$ cat src/rtl/sensor_timing_gen_if.sv
// Video output bundle of sensor_timing_gen: frame/line framing, pixel data and frame status.
// The sensor drives (master) and the frame-buffer front end or BFM observes (slave).
interface sensor_timing_gen_if #(
    parameter int DATA_WIDTH      = 16,
    parameter int FRAME_CNT_WIDTH = 16
);
    // Handshake: push-only stream with no ready/backpressure. A pixel is transferred on
    // every clock where o_lval=1 (o_lval is only ever high while o_fval=1), and the
    // consumer must accept it on that clock.
    logic                       o_fval;
    logic                       o_lval;
    logic [DATA_WIDTH-1:0]      ov_pix_data;
    logic [FRAME_CNT_WIDTH-1:0] ov_frame_cnt;
    logic                       o_frame_done;

    modport master (
        output o_fval,
        output o_lval,
        output ov_pix_data,
        output ov_frame_cnt,
        output o_frame_done
    );

    modport slave (
        input o_fval,
        input o_lval,
        input ov_pix_data,
        input ov_frame_cnt,
        input o_frame_done
    );
endinterface

$ cat src/rtl/sensor_timing_gen.sv
// Sensor-side fval/lval/pixel source for the frame-buffer pipeline; stops only on frame boundaries.
// Optional macro TEST_PATTERN_INC_EN: frame-wide incrementing pixel pattern instead of line+col.
module sensor_timing_gen #(
    parameter int DATA_WIDTH      = 16,
    parameter int SIZE_WIDTH      = 16,
    parameter int FVAL_LVAL_GAP   = 4,
    parameter int FRAME_CNT_WIDTH = 16
) (
    input  logic                  clk,
    input  logic                  reset,
    input  logic                  i_acquisition_start,
    input  logic [SIZE_WIDTH-1:0] iv_width,
    input  logic [SIZE_WIDTH-1:0] iv_height,
    input  logic [SIZE_WIDTH-1:0] iv_h_blank,
    input  logic [SIZE_WIDTH-1:0] iv_v_blank,
    sensor_timing_gen_if.master   vid,
    output logic [2:0]            dbg_state
);
    typedef enum logic [2:0] {
        S_IDLE    = 3'd0,
        S_FV_HEAD = 3'd1,
        S_LINE    = 3'd2,
        S_HBLANK  = 3'd3,
        S_FV_TAIL = 3'd4,
        S_VBLANK  = 3'd5
    } state_t;

    localparam logic [SIZE_WIDTH-1:0] ONE      = SIZE_WIDTH'(1);
    localparam logic [SIZE_WIDTH-1:0] GAP_LAST = SIZE_WIDTH'(FVAL_LVAL_GAP - 1);

    state_t                     state;
    logic [SIZE_WIDTH-1:0]      width_s, height_s, hblank_s, vblank_s;
    logic [SIZE_WIDTH-1:0]      cnt, col_idx, line_idx;
    logic                       fval, lval, frame_done;
    logic [DATA_WIDTH-1:0]      pix;
    logic [FRAME_CNT_WIDTH-1:0] frame_cnt;

    logic                       last_col, last_line;
    logic [SIZE_WIDTH-1:0]      vblank_last;

    assign last_col    = (col_idx == width_s - ONE);
    assign last_line   = (line_idx == height_s - ONE);
    // A zero vertical blank still spends one clock in VBLANK.
    assign vblank_last = (vblank_s == '0) ? '0 : vblank_s - ONE;

`ifdef TEST_PATTERN_INC_EN
    logic [DATA_WIDTH-1:0] inc_val;
`else
    function automatic logic [DATA_WIDTH-1:0] pix_sum(input logic [SIZE_WIDTH-1:0] l,
                                                      input logic [SIZE_WIDTH-1:0] c);
        return DATA_WIDTH'(l) + DATA_WIDTH'(c);
    endfunction
`endif

    always_ff @(posedge clk) begin
        if (reset) begin
            state      <= S_IDLE;
            width_s    <= '0;
            height_s   <= '0;
            hblank_s   <= '0;
            vblank_s   <= '0;
            cnt        <= '0;
            col_idx    <= '0;
            line_idx   <= '0;
            fval       <= 1'b0;
            lval       <= 1'b0;
            frame_done <= 1'b0;
            pix        <= '0;
            frame_cnt  <= '0;
`ifdef TEST_PATTERN_INC_EN
            inc_val    <= '0;
`endif
        end else begin
            frame_done <= 1'b0;
            case (state)
                S_IDLE: begin
                    // Sizes are captured here only, so mid-frame edits wait for the next frame.
                    if (i_acquisition_start && iv_width != '0 && iv_height != '0) begin
                        width_s  <= iv_width;
                        height_s <= iv_height;
                        hblank_s <= iv_h_blank;
                        vblank_s <= iv_v_blank;
                        cnt      <= '0;
                        fval     <= 1'b1;
                        state    <= S_FV_HEAD;
                    end
                end

                S_FV_HEAD: begin
                    if (cnt == GAP_LAST) begin
                        state    <= S_LINE;
                        lval     <= 1'b1;
                        line_idx <= '0;
                        col_idx  <= '0;
                        cnt      <= '0;
`ifdef TEST_PATTERN_INC_EN
                        pix      <= DATA_WIDTH'(frame_cnt);
                        inc_val  <= DATA_WIDTH'(frame_cnt) + DATA_WIDTH'(1);
`else
                        pix      <= '0;
`endif
                    end else begin
                        cnt <= cnt + ONE;
                    end
                end

                S_LINE: begin
                    if (!last_col) begin
                        col_idx <= col_idx + ONE;
`ifdef TEST_PATTERN_INC_EN
                        pix     <= inc_val;
                        inc_val <= inc_val + DATA_WIDTH'(1);
`else
                        pix     <= pix_sum(line_idx, col_idx + ONE);
`endif
                    end else if (last_line) begin
                        state <= S_FV_TAIL;
                        lval  <= 1'b0;
                        pix   <= '0;
                        cnt   <= '0;
                    end else if (hblank_s == '0) begin
                        // No horizontal blank: next line follows with lval held high.
                        line_idx <= line_idx + ONE;
                        col_idx  <= '0;
`ifdef TEST_PATTERN_INC_EN
                        pix      <= inc_val;
                        inc_val  <= inc_val + DATA_WIDTH'(1);
`else
                        pix      <= pix_sum(line_idx + ONE, '0);
`endif
                    end else begin
                        state <= S_HBLANK;
                        lval  <= 1'b0;
                        pix   <= '0;
                        cnt   <= '0;
                    end
                end

                S_HBLANK: begin
                    if (cnt == hblank_s - ONE) begin
                        state    <= S_LINE;
                        lval     <= 1'b1;
                        line_idx <= line_idx + ONE;
                        col_idx  <= '0;
                        cnt      <= '0;
`ifdef TEST_PATTERN_INC_EN
                        pix      <= inc_val;
                        inc_val  <= inc_val + DATA_WIDTH'(1);
`else
                        pix      <= pix_sum(line_idx + ONE, '0);
`endif
                    end else begin
                        cnt <= cnt + ONE;
                    end
                end

                S_FV_TAIL: begin
                    if (cnt == GAP_LAST) begin
                        state      <= S_VBLANK;
                        fval       <= 1'b0;
                        frame_done <= 1'b1;
                        frame_cnt  <= frame_cnt + FRAME_CNT_WIDTH'(1);
                        cnt        <= '0;
                    end else begin
                        cnt <= cnt + ONE;
                    end
                end

                S_VBLANK: begin
                    if (cnt == vblank_last) begin
                        state <= S_IDLE;
                        cnt   <= '0;
                    end else begin
                        cnt <= cnt + ONE;
                    end
                end

                default: begin
                    state <= S_IDLE;
                    fval  <= 1'b0;
                    lval  <= 1'b0;
                    pix   <= '0;
                end
            endcase
        end
    end

    assign vid.o_fval       = fval;
    assign vid.o_lval       = lval;
    assign vid.ov_pix_data  = pix;
    assign vid.ov_frame_cnt = frame_cnt;
    assign vid.o_frame_done = frame_done;
    assign dbg_state        = state;
endmodule

$ cat src/flat_wrapper.sv
// flat-port wrapper written by rule: the top's interface ports become plain ports
module sensor_timing_gen_flat 
#(
    parameter int DATA_WIDTH      = 16,
    parameter int SIZE_WIDTH      = 16,
    parameter int FVAL_LVAL_GAP   = 4,
    parameter int FRAME_CNT_WIDTH = 16
)
  (clk, reset, i_acquisition_start, iv_width, iv_height, iv_h_blank, iv_v_blank, dbg_state, vid_o_fval, vid_o_lval, vid_ov_pix_data, vid_ov_frame_cnt, vid_o_frame_done);
  sensor_timing_gen_if #(.DATA_WIDTH(DATA_WIDTH), .FRAME_CNT_WIDTH(FRAME_CNT_WIDTH)) vid_i ();
  input  logic clk;
  input  logic reset;
  input  logic i_acquisition_start;
  input  logic [SIZE_WIDTH-1:0] iv_width;
  input  logic [SIZE_WIDTH-1:0] iv_height;
  input  logic [SIZE_WIDTH-1:0] iv_h_blank;
  input  logic [SIZE_WIDTH-1:0] iv_v_blank;
  output logic [2:0] dbg_state;
  output wire logic [$bits(vid_i.o_fval)-1:0] vid_o_fval;
  output wire logic [$bits(vid_i.o_lval)-1:0] vid_o_lval;
  output wire logic [$bits(vid_i.ov_pix_data)-1:0] vid_ov_pix_data;
  output wire logic [$bits(vid_i.ov_frame_cnt)-1:0] vid_ov_frame_cnt;
  output wire logic [$bits(vid_i.o_frame_done)-1:0] vid_o_frame_done;
  assign vid_o_fval = vid_i.o_fval;
  assign vid_o_lval = vid_i.o_lval;
  assign vid_ov_pix_data = vid_i.ov_pix_data;
  assign vid_ov_frame_cnt = vid_i.ov_frame_cnt;
  assign vid_o_frame_done = vid_i.o_frame_done;
  sensor_timing_gen #(.DATA_WIDTH(DATA_WIDTH), .SIZE_WIDTH(SIZE_WIDTH), .FVAL_LVAL_GAP(FVAL_LVAL_GAP), .FRAME_CNT_WIDTH(FRAME_CNT_WIDTH)) u_core (.clk(clk), .reset(reset), .i_acquisition_start(i_acquisition_start), .iv_width(iv_width), .iv_height(iv_height), .iv_h_blank(iv_h_blank), .iv_v_blank(iv_v_blank), .vid(vid_i), .dbg_state(dbg_state));
endmodule
$ cat config.mk
export PLATFORM = sky130hd
export DESIGN_NAME = sensor_timing_gen_flat
export DESIGN_NICKNAME = d
export VERILOG_FILES = /design/src/rtl/sensor_timing_gen_if.sv /design/src/rtl/sensor_timing_gen.sv /design/src/flat_wrapper.sv
export SDC_FILE = /design/constraint.sdc
export NUM_CORES = 1
export LEC_CHECK = 0
export CAP_MARGIN = 20
export CORE_AREA = 2 2 166 168
export CTS_CLUSTER_DIAMETER = 30
export DETAILED_ROUTE_END_ITERATION = 8
export DIE_AREA = 0 0 168 170
export PLACE_DENSITY_LB_ADDON = 0.08
export SYNTH_ARGS = -nofsm -noshare
export SYNTH_HDL_FRONTEND = slang
export SYNTH_SLANG_ARGS = --single-unit
$ cat constraint.sdc
create_clock -name clk -period 3.6 [get_ports clk]
set_input_delay 0.9 -clock clk [delete_from_list [all_inputs] [get_ports clk]]
set_output_delay 0.9 -clock clk [all_outputs]
set_load 0.02 [all_outputs]
==> impl_metrics.ini, run 1 <==
[run_status]
status = finished, final reports clean

[route]
wl_per_cell_um = 16.5
drc_errors = 0
ant_nets = 0
drt-total-wl_mm = 29.8
dr.first_iter.drc_count = 665
num_vias = 10150
viasPerCell = 5.61
drt-pass1-iter-count = 4

[finish]
final_common_cell = nand2_1
diodes = 0
area_growth_pct = 20.8
finalNetCount = 1549
final_cell_mix = nand2_1 (195), dfxtp_1 (149), a21oi_1 (125)
drive_above_1_share_pct = 9.26

[floorplanning]
die_w_um = 168
dieArea_mm2 = 0.0286
fp.dieH_um = 170
rows = 60
pin_count = 105
core_mm2 = 0.0267
initial_core_util_pct = 39.6

[timing]
maxSlewViolCount = 0
finalSetupTns_ps = 0
hold_violations = 0
slew_headroom_pct = 44.1
fin_hold_ws_ps = 468
skew_ps = 10.2
tightest_slew_ps = 828
period_share_pct = 94.8
setup_viol = 0
final.min_clock_period_ps = 3410
fmax_mhz = 293

[clock_tree]
clkLatencyLatePin_ps = 430
ctsHoldBuffers = 0
clk_pin_slew_ps = 60
cts_buffer_depth = 2
htreeDepth = 4
numClockSinks = 150
cts_tree = done
cts_root_buf = clkbuf_16
numCtsBuffers = 17

[yosys]
ys_seq_area_share_pct = 28.4
ys_types = 96
synth_edf_count = 0
netlist_area_mm2 = 0.0106
yosysWarningCount = 0
syn-mean-instance-area_um2 = 7.63
ys_seq_elements = 150
synthCells = 1383
yosys_most_used_dff = dfxtp_1
postSynth.asyncResetShare_pct = 0
syn_nets = 1474

[global_routing]
grt_pass1_wl_mm = 48.7
overflow = 0
antenna_found_initial = 0
grt_max_degree = 91
track_usage_pct = 21.0
grt_pass1_vias = 9538

[placement]
gp_congestion = 0.875
dpl.hpwl_mm = 22.2
portBuffers = 104

[power]
intPower_uw = 4480
netSwitchingFraction_pct = 39.2
p_clk_share_pct = 27.3
seq_power_share_pct = 29.0
switchingPower_uw = 2890
power-per-cell-area_mw_per_mm2 = 578
p_leak_uw = 0.00484
ir_drop_mv = 0.273
comb_power_share_pct = 43.6

[min_path]
hold_path_class = flip-flop to flip-flop

[setup_path]
crit_slowest_cell = or3_1
path_cells = ha_1, and3_1, and3_1, and3_1, and3_1, xor2_1, ha_1, or3_1, o21ai_1, xor2_1, or3_1, and3_1, nor4_1
crit_buf_inv = 0
cpMostUsedCell = and3_1
r2r_slack_ps = 190
critPathKind = flip-flop to flip-flop
start_kind = flip-flop
worstSetupEndpointType = flip-flop
arrival_ps = 3730
path_max_fanout = 5
critPathTopFamily = simple AND/OR/NAND/NOR gates
crit_path_max_incr_delay_ps = 380
required_ps = 3920

[run]
maxCapViolCount = 0
worst register-to-register path, cell delays in order (launching register included):
cell and delay, ps:
dfxtp_1 320, ha_1 240, and3_1 240, and3_1 230, and3_1 230, and3_1 250, xor2_1 160, ha_1 230
or3_1 380, o21ai_1 190, xor2_1 100, or3_1 310, and3_1 180, nor4_1 250
metrics by stage:
stage | total power, µW | instance area, µm² | utilization, % | setup slack, ps | std cells
floorplan | 4340 | 10600 | - | 247 | 1383
global placement | 5340 | 12100 | 45.2 | 253 | 1779
detailed placement | 5370 | 12100 | 45.2 | 139 | 1779
CTS | 7400 | 12700 | 47.7 | 84.9 | 1809
global route | 7900 | 12800 | 47.9 | -0.0986 | 1810
finish | 7370 | 12800 | 47.9 | 187 | 1810
final timing paths:
| path | to | startpoint | depth (start not counted) |
|---|---|---|---|
| worst max-delay path | u_core.vid.ov_pix_data[12]$_SDFFE_PP0P_ | u_core.col_idx[0]$_SDFFE_PP0P_ | 13 |
| worst min-delay path | u_core.height_s[15]$_SDFFE_PP0P_ | u_core.height_s[15]$_SDFFE_PP0P_ | 2 |
| worst max register to register | u_core.vid.ov_pix_data[12]$_SDFFE_PP0P_ | u_core.col_idx[0]$_SDFFE_PP0P_ | 13 |
| worst min register to register | u_core.height_s[15]$_SDFFE_PP0P_ | u_core.height_s[15]$_SDFFE_PP0P_ | 2 |
layer usage:
metal	wire length (µm)	global-route usage, %	share of wire [%]
met5	0	0	0
met3	946	3.40	3.2
met1	13400	26.0	45
met4	515	5.60	1.7
met2	14900	37.6	50
sequential cells by signal (all words and copies together) (netlist names):
name                     count
u_core.line_idx             16
u_core.cnt                  16
u_core.dbg_state             3
u_core.height_s             16
u_core.vid.o_fval            1
u_core.vid.ov_pix_data      16
u_core.vblank_s             16
u_core.hblank_s             16
u_core.vid.ov_frame_cnt     16
u_core.col_idx              16
u_core.vid.o_frame_done      1
u_core.vid.o_lval            1
u_core.width_s              16
cell usage after synthesis, types with 16 or more instances:
| cell type | count | area share [%] |
|---|---|---|
| a211oi_1 | 24 | 1.7 |
| a21oi_1 | 125 | 5.9 |
| and3_1 | 32 | 1.9 |
| clkbuf_1 | 81 | 2.9 |
| dfxtp_1 | 150 | 28 |
| ha_1 | 23 | 2.7 |
| inv_1 | 37 | 1.3 |
| nand2_1 | 196 | 7.0 |
| nand3_1 | 36 | 1.7 |
| nand4_1 | 22 | 1.3 |
| nor2_1 | 110 | 3.9 |
| nor2b_1 | 20 | 1.2 |
| nor3_1 | 29 | 1.4 |
| nor3b_1 | 17 | 1.2 |
| nor4_1 | 20 | 1.2 |
| o211ai_1 | 16 | 1.1 |
| o21ai_0 | 42 | 2.0 |
| or3_1 | 17 | 1.0 |
| or4_1 | 20 | 1.4 |
| xnor2_1 | 60 | 5.0 |
| xor2_1 | 49 | 4.1 |
power by group through the flow:
stage / registers (µW) / logic [µW] / clock network, µW
final: 2140 / 3220 / 2010
after detailed placement: 2170 / 3200 / 0
after CTS: 2130 / 3210 / 2060
after floorplan: 2130 / 2210 / 0
after global routing: 2180 / 3580 / 2140
after global placement: 2170 / 3170 / 0
area by class of cell:
class	instances	area (µm²)
well taps	341	427
inverters	37	139
multi-input cells	1093	7040
repair buffers	159	1500
clock buffers	19	453
fillers	2707	13900
flip-flops and latches	150	3000
clock inverters	11	199
logic make-up (layout without fill, tap and decap cells):
kind of cell	after synthesis	after routing	share of synthesized area [%]
simple gates	582	582	28.5
compound gates	351	351	22.9
flops	150	150	28.4
buf+inv	140	226	5.34
xor+xnor	110	110	9.25
mux	26	26	2.65
fa+ha+maj	24	24	2.92
repair_timing:
| item | 4_1_cts | 5_1_grt |
|---|---|---|
| buffers inserted | 0 | 1 |
| resized for setup | 0 | 10 |
| endpoints found under the setup margin | 0 | 6 |
No activity file was read; power rests on OpenSTA's default activity.
==> run 2, diff against run 1 <==
==> constraint.sdc (replaced) <==
create_clock -name clk -period 3.6 [get_ports clk]
set_input_delay 0.9 -clock clk [delete_from_list [all_inputs] [get_ports clk]]
set_output_delay 0.9 -clock clk [all_outputs]
set_load 0.05 [all_outputs]
==> impl_metrics.ini, run 2 (synthesis results as in run 1) <==
[run_status]
status = finished, final reports clean

[global_routing]
track_usage_pct = 21.0
grt_pass1_vias = 9427
overflow = 0
grt_max_degree = 91
grt_pass1_wl_mm = 49.0
antenna_found_initial = 0

[power]
comb_power_share_pct = 46.0
p_leak_uw = 0.00482
netSwitchingFraction_pct = 41.7
switchingPower_uw = 3070
power-per-cell-area_mw_per_mm2 = 579
p_clk_share_pct = 25.0
ir_drop_mv = 0.263
intPower_uw = 4300
seq_power_share_pct = 29.0

[clock_tree]
numClockSinks = 150
clkLatencyLatePin_ps = 430
htreeDepth = 4
cts_root_buf = clkbuf_16
clk_pin_slew_ps = 60
numCtsBuffers = 17
cts_tree = done
cts_buffer_depth = 2

[finish]
finalNetCount = 1551
final_cell_mix = nand2_1 (195), dfxtp_1 (149), a21oi_1 (124)
post-route-util_pct = 47.7
fillCellCount = 2670
diodes = 0
area_growth_pct = 20.5
final_common_cell = nand2_1
drive_above_1_share_pct = 9.50

[floorplanning]
die_w_um = 168
initial_core_util_pct = 39.6
fp.dieH_um = 170
rows = 60
dieArea_mm2 = 0.0286
pin_count = 105
core_mm2 = 0.0267

[route]
ant_nets = 0
viasPerCell = 5.57
drt-pass1-iter-count = 5
wl_per_cell_um = 16.5
dr.first_iter.drc_count = 574
drt-total-wl_mm = 29.9
num_vias = 10107
drc_errors = 0

[timing]
period_share_pct = 94.6
final.min_clock_period_ps = 3400
fin_hold_ws_ps = 473
fmax_mhz = 294
tightest_slew_ps = 860
skew_ps = 13.6
hold_violations = 0
slew_headroom_pct = 41.9
setup_viol = 0
maxSlewViolCount = 0

[setup_path]
cpMostUsedCell = and3_1
crit_path_max_incr_delay_ps = 380
arrival_ps = 3720
critPathKind = flip-flop to flip-flop
worstSetupEndpointType = flip-flop
start_kind = flip-flop
crit_slowest_cell = or3_1
r2r_slack_ps = 200
required_ps = 3920
path_cells = ha_1, and3_1, and3_1, and3_1, and3_2, xor2_1, ha_1, or3_1, o21ai_1, xor2_1, or3_1, and3_1, nor4_1
path_max_fanout = 5

[min_path]
hold_path_class = flip-flop to flip-flop

[placement]
portBuffers = 104
gp_congestion = 0.875
dpl.hpwl_mm = 22.1

[run]
maxCapViolCount = 0
==> run 2: routing by layer <==
layer	track usage [%]	up-vias	wire length, µm
li1	-	5150	-
met1	26.1	4767	13700
met2	37.8	156	15000
met3	3.42	34	821
met4	5.41	0	427
met5	0	-	0
==> run 2: layout make-up <==
class                      instances  area (µm²)  share of cell area (%)
multi-input combinational       1093        7040                    55.3
inverter                          37         139                    1.09
tap                              341         427                    3.35
clock inverter                    12         140                    1.10
sequential                       150        3000                    23.6
clock buffer                      20         457                    3.59
timing repair buffer             161        1520                    11.9
==> run 2: power by group through the flow <==
stage | registers, µW | clock network, µW | logic, µW
2_1_floorplan | 2290 | 0 | 2210
3_3_place_gp | 2170 | 0 | 3330
3_5_place_dp | 2170 | 0 | 3340
4_1_cts | 2140 | 1890 | 3360
5_1_grt | 2170 | 1960 | 3750
6_report | 2140 | 1840 | 3390
==> run 2: path summary, 6_finish.rpt <==
kind	start	end	cells past startpoint
min	u_core.height_s[15]$_SDFFE_PP0P_	u_core.height_s[15]$_SDFFE_PP0P_	2
min reg2reg	u_core.height_s[15]$_SDFFE_PP0P_	u_core.height_s[15]$_SDFFE_PP0P_	2
max	u_core.col_idx[0]$_SDFFE_PP0P_	u_core.vid.ov_pix_data[12]$_SDFFE_PP0P_	13
max reg2reg	u_core.col_idx[0]$_SDFFE_PP0P_	u_core.vid.ov_pix_data[12]$_SDFFE_PP0P_	13
==> run 2: per-stage QoR <==
stage	instances	power [µW]	cell area [µm²]	setup TNS (ps)	worst slack, ps
3_5_place_dp	1778	5520	12100	0	151
5_1_grt	1814	7880	12700	-20.3	-20.3
6_report	1814	7370	12700	0	195
3_3_place_gp	1778	5500	12100	0	260
2_1_floorplan	1383	4500	10600	0	247
4_1_cts	1810	7390	12600	0	118
==> run 2: critical path: cells and delay by family, from the launching register on <==
| kind | cells | cell delay (ps) |
|---|---|---|
| AOI/OAI and AO/OA | 1 | 190 |
| xor gates and xnor gates | 2 | 250 |
| adders and majority gates | 2 | 470 |
| DFF | 1 | 310 |
| and+or+nand+nor | 8 | 2090 |
==> run 2: timing repair <==
| action | 4_1_cts | 5_1_grt |
|---|---|---|
| setup endpoints to repair | 0 | 10 |
| hold buffers | 0 | 0 |
| gates resized for setup | 0 | 12 |
| setup buffers | 0 | 4 |
